**config.mk**
```make
export PLATFORM = sky130hd
export DESIGN_NAME = alu_unit
export DESIGN_NICKNAME = d
export VERILOG_FILES = /design/src/rtl/alu_unit.sv
export SDC_FILE = /design/constraint.sdc
export NUM_CORES = 1
export LEC_CHECK = 0
export BUFFER_PORTS_ARGS = -buffer_cell sky130_fd_sc_hd__buf_2
export CAP_MARGIN = 20
export CORE_MARGIN = 1
export CORE_UTILIZATION = 55
export DETAILED_ROUTE_END_ITERATION = 10
export GPL_TIMING_DRIVEN = 1
export PLACE_DENSITY_LB_ADDON = 0.15
export SYNTH_ARGS = -nofsm -noshare
export SYNTH_HDL_FRONTEND = slang
export SYNTH_SLANG_ARGS = --single-unit
```
**constraint.sdc**
```tcl
create_clock -name clk -period 5 [get_ports clk]
set_input_delay 0.75 -clock clk [delete_from_list [all_inputs] [get_ports clk]]
set_output_delay 0.75 -clock clk [all_outputs]
set_load 0.02 [all_outputs]
```
**src/rtl/alu_unit.sv**
```systemverilog
// Registered execute-stage ALU: AND/OR/ADD/SUB with Z/N/C/V condition flags.
// One-cycle latency; out_valid follows in_valid, result and flags hold on idle cycles.

package alu_unit_pkg;

  typedef enum logic [1:0] {
    OP_AND = 2'b00,
    OP_OR  = 2'b01,
    OP_ADD = 2'b10,
    OP_SUB = 2'b11
  } alu_op_e;

  typedef struct packed {
    logic zero;
    logic negative;
    logic carry;
    logic overflow;
  } alu_flags_t;

endpackage

module alu_unit
  import alu_unit_pkg::*;
#(
  parameter int unsigned WIDTH = 8
) (
  input  logic             clk,
  input  logic             rst_n,
  input  logic             in_valid,
  input  logic [WIDTH-1:0] a,
  input  logic [WIDTH-1:0] b,
  input  logic [1:0]       alu_control,
  output logic [WIDTH-1:0] alu_result,
  output logic             out_valid,
  output logic             zero,
  output logic             negative,
  output logic             carry,
  output logic             overflow
);

  localparam int unsigned MSB = WIDTH - 1;

  alu_op_e          op_c;
  logic [WIDTH-1:0] b_op_c;
  logic             cin_c;
  logic [WIDTH:0]   sum_c;
  logic [WIDTH-1:0] result_c;
  alu_flags_t       flags_c;

  assign op_c = alu_op_e'(alu_control);

  // Shared adder: SUB reuses it as a + ~b + 1 so carry means "no borrow".
  always_comb begin
    b_op_c = b;
    cin_c  = 1'b0;
    if (op_c == OP_SUB) begin
      b_op_c = ~b;
      cin_c  = 1'b1;
    end
    sum_c = (WIDTH+1)'(a) + (WIDTH+1)'(b_op_c) + (WIDTH+1)'(cin_c);
  end

  // Result select and flag generation; every encoding is decoded explicitly.
  always_comb begin
    result_c         = '0;
    flags_c          = '0;
    case (op_c)
      OP_AND: result_c = a & b;
      OP_OR:  result_c = a | b;
      OP_ADD: begin
        result_c         = sum_c[WIDTH-1:0];
        flags_c.carry    = sum_c[WIDTH];
        flags_c.overflow = (a[MSB] == b[MSB]) && (sum_c[MSB] != a[MSB]);
      end
      OP_SUB: begin
        result_c         = sum_c[WIDTH-1:0];
        flags_c.carry    = sum_c[WIDTH];
        flags_c.overflow = (a[MSB] != b[MSB]) && (sum_c[MSB] != a[MSB]);
      end
      default: result_c = '0;
    endcase
    flags_c.zero     = (result_c == '0);
    flags_c.negative = result_c[MSB];
  end

  // Output register; reset wins over a simultaneous valid operation.
  always_ff @(posedge clk) begin
    if (!rst_n) begin
      alu_result <= '0;
      out_valid  <= 1'b0;
      zero       <= 1'b0;
      negative   <= 1'b0;
      carry      <= 1'b0;
      overflow   <= 1'b0;
    end else begin
      out_valid <= in_valid;
      if (in_valid) begin
        alu_result <= result_c;
        zero       <= flags_c.zero;
        negative   <= flags_c.negative;
        carry      <= flags_c.carry;
        overflow   <= flags_c.overflow;
      end
    end
  end

endmodule

```
# After elaboration in Yosys (flattened, before gate mapping)
# Index checks and enable logic that the tools add are counted.
# word_totals
regBits,13
inputBits,21
out_inout_bits,13
elab_cells,26
# op_classes
add_sub_neg,2
eq_ne,6
muxes,4
bitwise_logic,3
n_reduce_logical,5
# op_table
operator,n
$pmux 8 s3,1
$add 8x8->9,1
$add 9x1->9,1
$and 8x8->8,1
$logic_not 8->1,1
$mux 8,1
$not 8->8,1
$or 8x8->8,1
$eq 2x2->1 const B,2
$pmux 2 s2,1
$eq 2x1->1 const B,1
$logic_and 1x1->1,2
$logic_not 2->1,1
$ne 1x1->1,2
$reduce_or 2->1,1
$eq 1x1->1,1
$mux 1,1

# Logic depth before layout (Yosys ltp)
# depth
word_depth,7
mapped_depth,11
depth_no_buf,9

# Worst setup path before layout
# Ideal clock, no wire load.
# synth_path
path_kind,input-to-reg
start,input port alu_control[0]
end,register zero
setup_ns,0.116
arrival_time_ns,2.856
required_ns,4.884
path_slack_ns,2.027
stages,11
n_path_buf,2
path_cell_list,buf_4 > buf_2 > nand2_1 > xnor2_1 > fa_1 > a21o_1 > a21oi_1 > xnor2_1 > a21oi_2 > and4_4 > a41o_1
# synth_between
elab_chain_len,6
elab_cells_between_ends,11
cone_classes,add/sub (2); eq/ne (3); mux (3); reduce/logical (3)
# synth_lines
item,line,rtl
start: declaration,32,"input logic [1:0] alu_control,"
$eq 2x2->1,"56, 67",
$mux 8,56,if (op_c == OP_SUB) begin
$add 8x8->9,60,sum_c = (WIDTH+1)'(a) + (WIDTH+1)'(b_op_c) + (WIDTH+1)'(cin_c);
$add 9x1->9,60,
$pmux 8 s3 (*),67,case (op_c)
$logic_not 8->1 (*),82,flags_c.zero = (result_c == '0);
end signal: assignment,99,zero <= flags_c.zero;
end: declaration,35,"output logic zero,"
# Every way passes the cells marked *; elsewhere a longest branch is shown, timed or not.
# A chain may end at the register's enable or synchronous reset.

# Worst setup path in the final report
# layout_path
start,input port alu_control[1]
end,register overflow
# layout_between
elab_chain_len,7
elab_cells_between_ends,10
cone_classes,add/sub (2); eq/ne (3); mux (3); reduce/logical (2)
# layout_lines
item,line,rtl
$eq 2x2->1,"56, 67",
$mux 8,56,
$add 8x8->9,60,
$add 9x1->9,60,
$ne 1x1->1,"73, 78",
"$logic_and 1x1->1, on equally long branches","78, 73",
$pmux 2 s2 (*),67,
end signal: assignment,102,overflow <= flags_c.overflow;
end: declaration,38,output logic overflow
# Marked as above.

==> impl_metrics.tcl <==
set metrics [dict create \
    num-fill-cells 176 \
    endpoint "overflow$_SDFFE_PN0P_" \
    worst_slew_pin_slew_ps 422 \
    routed_wl_um 2470 \
    critPathLaunch "alu_control[1]" \
    clockBufferDepth 2 \
    layout-drive-gt1-share_pct 24.6 \
    wl_per_cell_um 12.5 \
    power_leakage_nw 0.669 \
    cp_top_family "compound AO/OA/AOI/OAI gates" \
    rows 16 \
    yosys-top-cells-area "dfxtp_1, ha_1, xnor2_1, a21oi_1, nand2_1" \
    worst-path-buf-inv 1 \
    crit_type "input port to flop" \
    overflow 0 \
    port_buffers 33 \
    gp_congestion 0.831 \
    synth_edf_count 0 \
    cellPowerDensity_mw_per_mm2 244 \
    crit_top_cell "xnor2_1" \
    crit_slowest_cell "nand2_1" \
    final_core_util_pct 68.3 \
    drv_slew 0 \
    io_pins 34 \
    synth_area_mm2 0.00114 \
    cts_root_buf "clkbuf_4" \
    cts.clk_slew.worst_paths_ps 70 \
    crit_arrival_ps 3190 \
    fmax_ghz 0.330 \
    r2r_start "zero$_SDFFE_PN0P_" \
    die_h_um 47.6 \
    nNetsFinal 207 \
    async_reset_ff_share_pct 0 \
    grt_pass1_vias 952 \
    hpwl_um 2000 \
    post_cts_buffers 0 \
    track_usage_pct 24.8 \
    yosys.area.top_type "dfxtp_1" \
    critPathLaunchType "input port" \
    outcome "complete, no violations" \
    netlist_instances 141 \
    cts_tree "built" \
    fp.dieW_um 47.6 \
    ys_warn_count 0 \
    r2r_end "zero$_SDFFE_PN0P_" \
    ant_nets 0 \
    use_met3_pct 2.26 \
    synthesis.nets 176 \
    setup_tns_ps 0 \
    postSynthAreaPerCell_um2 8.12 \
    num_antenna_cells 0 \
    vias 1103 \
    ctsHoldBuffers 0 \
    worstPathCellList "buf_2 > nand2_1 > xnor2_1 > ha_1 > a21o_1 > a21oi_1 > mux2i_1 > nand3_1 > xnor2_1 > a32o_1" \
    drv_cap 0 \
    ys_types 39 \
    initial_core_util_pct 58.4 \
    synth_ff_type "dfxtp_1" \
    drt_first_pass_iters 5 \
    endpoint_kind "flop" \
    synth_seq_cells 12 \
    reg2regPathDepth 2 \
    p_total_mw 0.328 \
    grt_pass1_wl_um 4020 \
    crit_cells 10 \
    relSlewSlack_pct 71.8 \
    vias_per_cell 5.57 \
    fin_crit_ps 3030 \
    hold_viol 0 \
    setup_viol 0 \
    period_share_pct 60.6 \
    cts_resized 0 \
    vdd_drop_max_uv 142 \
    grt_util_met2_pct 45.2 \
    cpPeakStageDelay_ps 360 \
    cts_buffers 3 \
    clock_latency_ps 260 \
    fp.coreArea_mm2 0.00196 \
    busiest_layer "met2" \
    antenna_found_initial 0 \
    hold_ws_ps 475 \
    rsz0062_at_grt "false" \
    finClkSkew_ps 0 \
    worstPathRequired_ps 5160 \
    synth_top_area_share_pct 21.0 \
    rrSetupSlack_ps 4260 \
    place_ws_ps 1730 \
    die_area_mm2 0.00227 \
    ys_seq_area_share_pct 21.0 \
    cts-htree-levels 1 \
    setup_slack_ps 1970 \
    drc 0 \
    hold_path.class "flop to flop" \
    drt_iter0_markers 14 \
    crit_fanout 21 \
    grt_max_degree 22 \
    clock-sinks 12 \
    met1_usage_pct 30.6 \
    syn_to_final_growth_pct 17.0 \
]
placed cells by master, fill, tap and decap left out, types with 2 or more instances in the layout:
cell and instances:
buf_2 33, a21oi_1 13, ha_1 13, dfxtp_1 12
nand2_1 11, xnor2_1 11, nor2_1 10, inv_1 7
o21ai_0 6, a211oi_1 5, nand2b_1 5, a21o_1 3
xor2_1 3, o21ai_1 3, clkbuf_4 3, nor2b_1 2
o211ai_1 2, and2_1 2, nand4_1 2, mux2i_1 2
nand3_1 2, a31oi_1 2, nor3_1 2, o211a_1 2
kinds of logic after synthesis:
logic type,Yosys count,synth area share [%]
AOI/OAI and AO/OA,43,25.2
and+or+nand+nor,41,18.7
adders and majority gates,15,16.8
xor gates and xnor gates,14,10.7
buffers and inverters,14,5.79
DFF,12,21.0
muxes,2,1.75
synth_stat cells, drive strengths merged (2+ instances only):
cell,count
a211oi,5
a21o,3
a21oi,14
a31oi,2
and2,2
buf,5
clkbuf,2
dfxtp,12
ha,13
inv,7
mux2i,2
nand2,11
nand2b,5
nand3,2
nand4,3
nor2,10
nor2b,2
nor3,2
o211a,2
o211ai,3
o21ai,9
xnor2,11
xor2,3
power breakdown:
group          total [mW]  internal, mW  switching, mW
clock network      0.0751        0.0442         0.0309
registers           0.106         0.103        0.00328
logic               0.146        0.0623         0.0841
total               0.328         0.209          0.118
routing by layer:
layer	vias to the layer above	wire, um
met5	-	0
met3	6	84
met1	500	1130
met4	0	45
met2	36	1210
li1	561	-
state kept, by name, indices dropped and copies added, names as in the netlist:
register and flops:
alu_result 8, out_valid 1, zero 1, overflow 1
carry 1
per-stage QoR:
| step | cell area, um2 | cells |
|---|---|---|
| finish | 1340 | 198 |
| global placement | 1300 | 194 |
| floorplan | 1140 | 141 |
| global route | 1340 | 198 |
| detailed placement | 1300 | 194 |
| CTS | 1340 | 198 |
area by class of cell:
| cell class | instances | area (um2) | area share (%) |
|---|---|---|---|
| Multi-Input combinational cell | 115 | 838 | 62.6 |
| Inverter | 7 | 26.3 | 1.96 |
| Clock buffer | 4 | 36.3 | 2.71 |
| Sequential cell | 12 | 240 | 17.9 |
| Timing Repair Buffer | 33 | 165 | 12.3 |
| Tap cell | 27 | 33.8 | 2.52 |
worst min-delay path by stage:
stage | slack (ps) | depth (start not counted) | endpoint | startpoint
floorplan | 550 | 2 | carry$_SDFFE_PN0P_ | carry$_SDFFE_PN0P_
global placement | 460 | 1 | overflow$_SDFFE_PN0P_ | overflow$_SDFFE_PN0P_
detailed placement | 460 | 2 | carry$_SDFFE_PN0P_ | carry$_SDFFE_PN0P_
CTS | 480 | 2 | carry$_SDFFE_PN0P_ | carry$_SDFFE_PN0P_
global route | 510 | 2 | alu_result[6]$_SDFFE_PN0P_ | alu_result[6]$_SDFFE_PN0P_
finish | 470 | 2 | carry$_SDFFE_PN0P_ | carry$_SDFFE_PN0P_
worst min-delay path: stages, from the launching register on:
cell      delay, ps
dfxtp_1         310
nand2b_1         60
a21oi_1          60
Note: power is estimated with default switching activity, not from simulation.
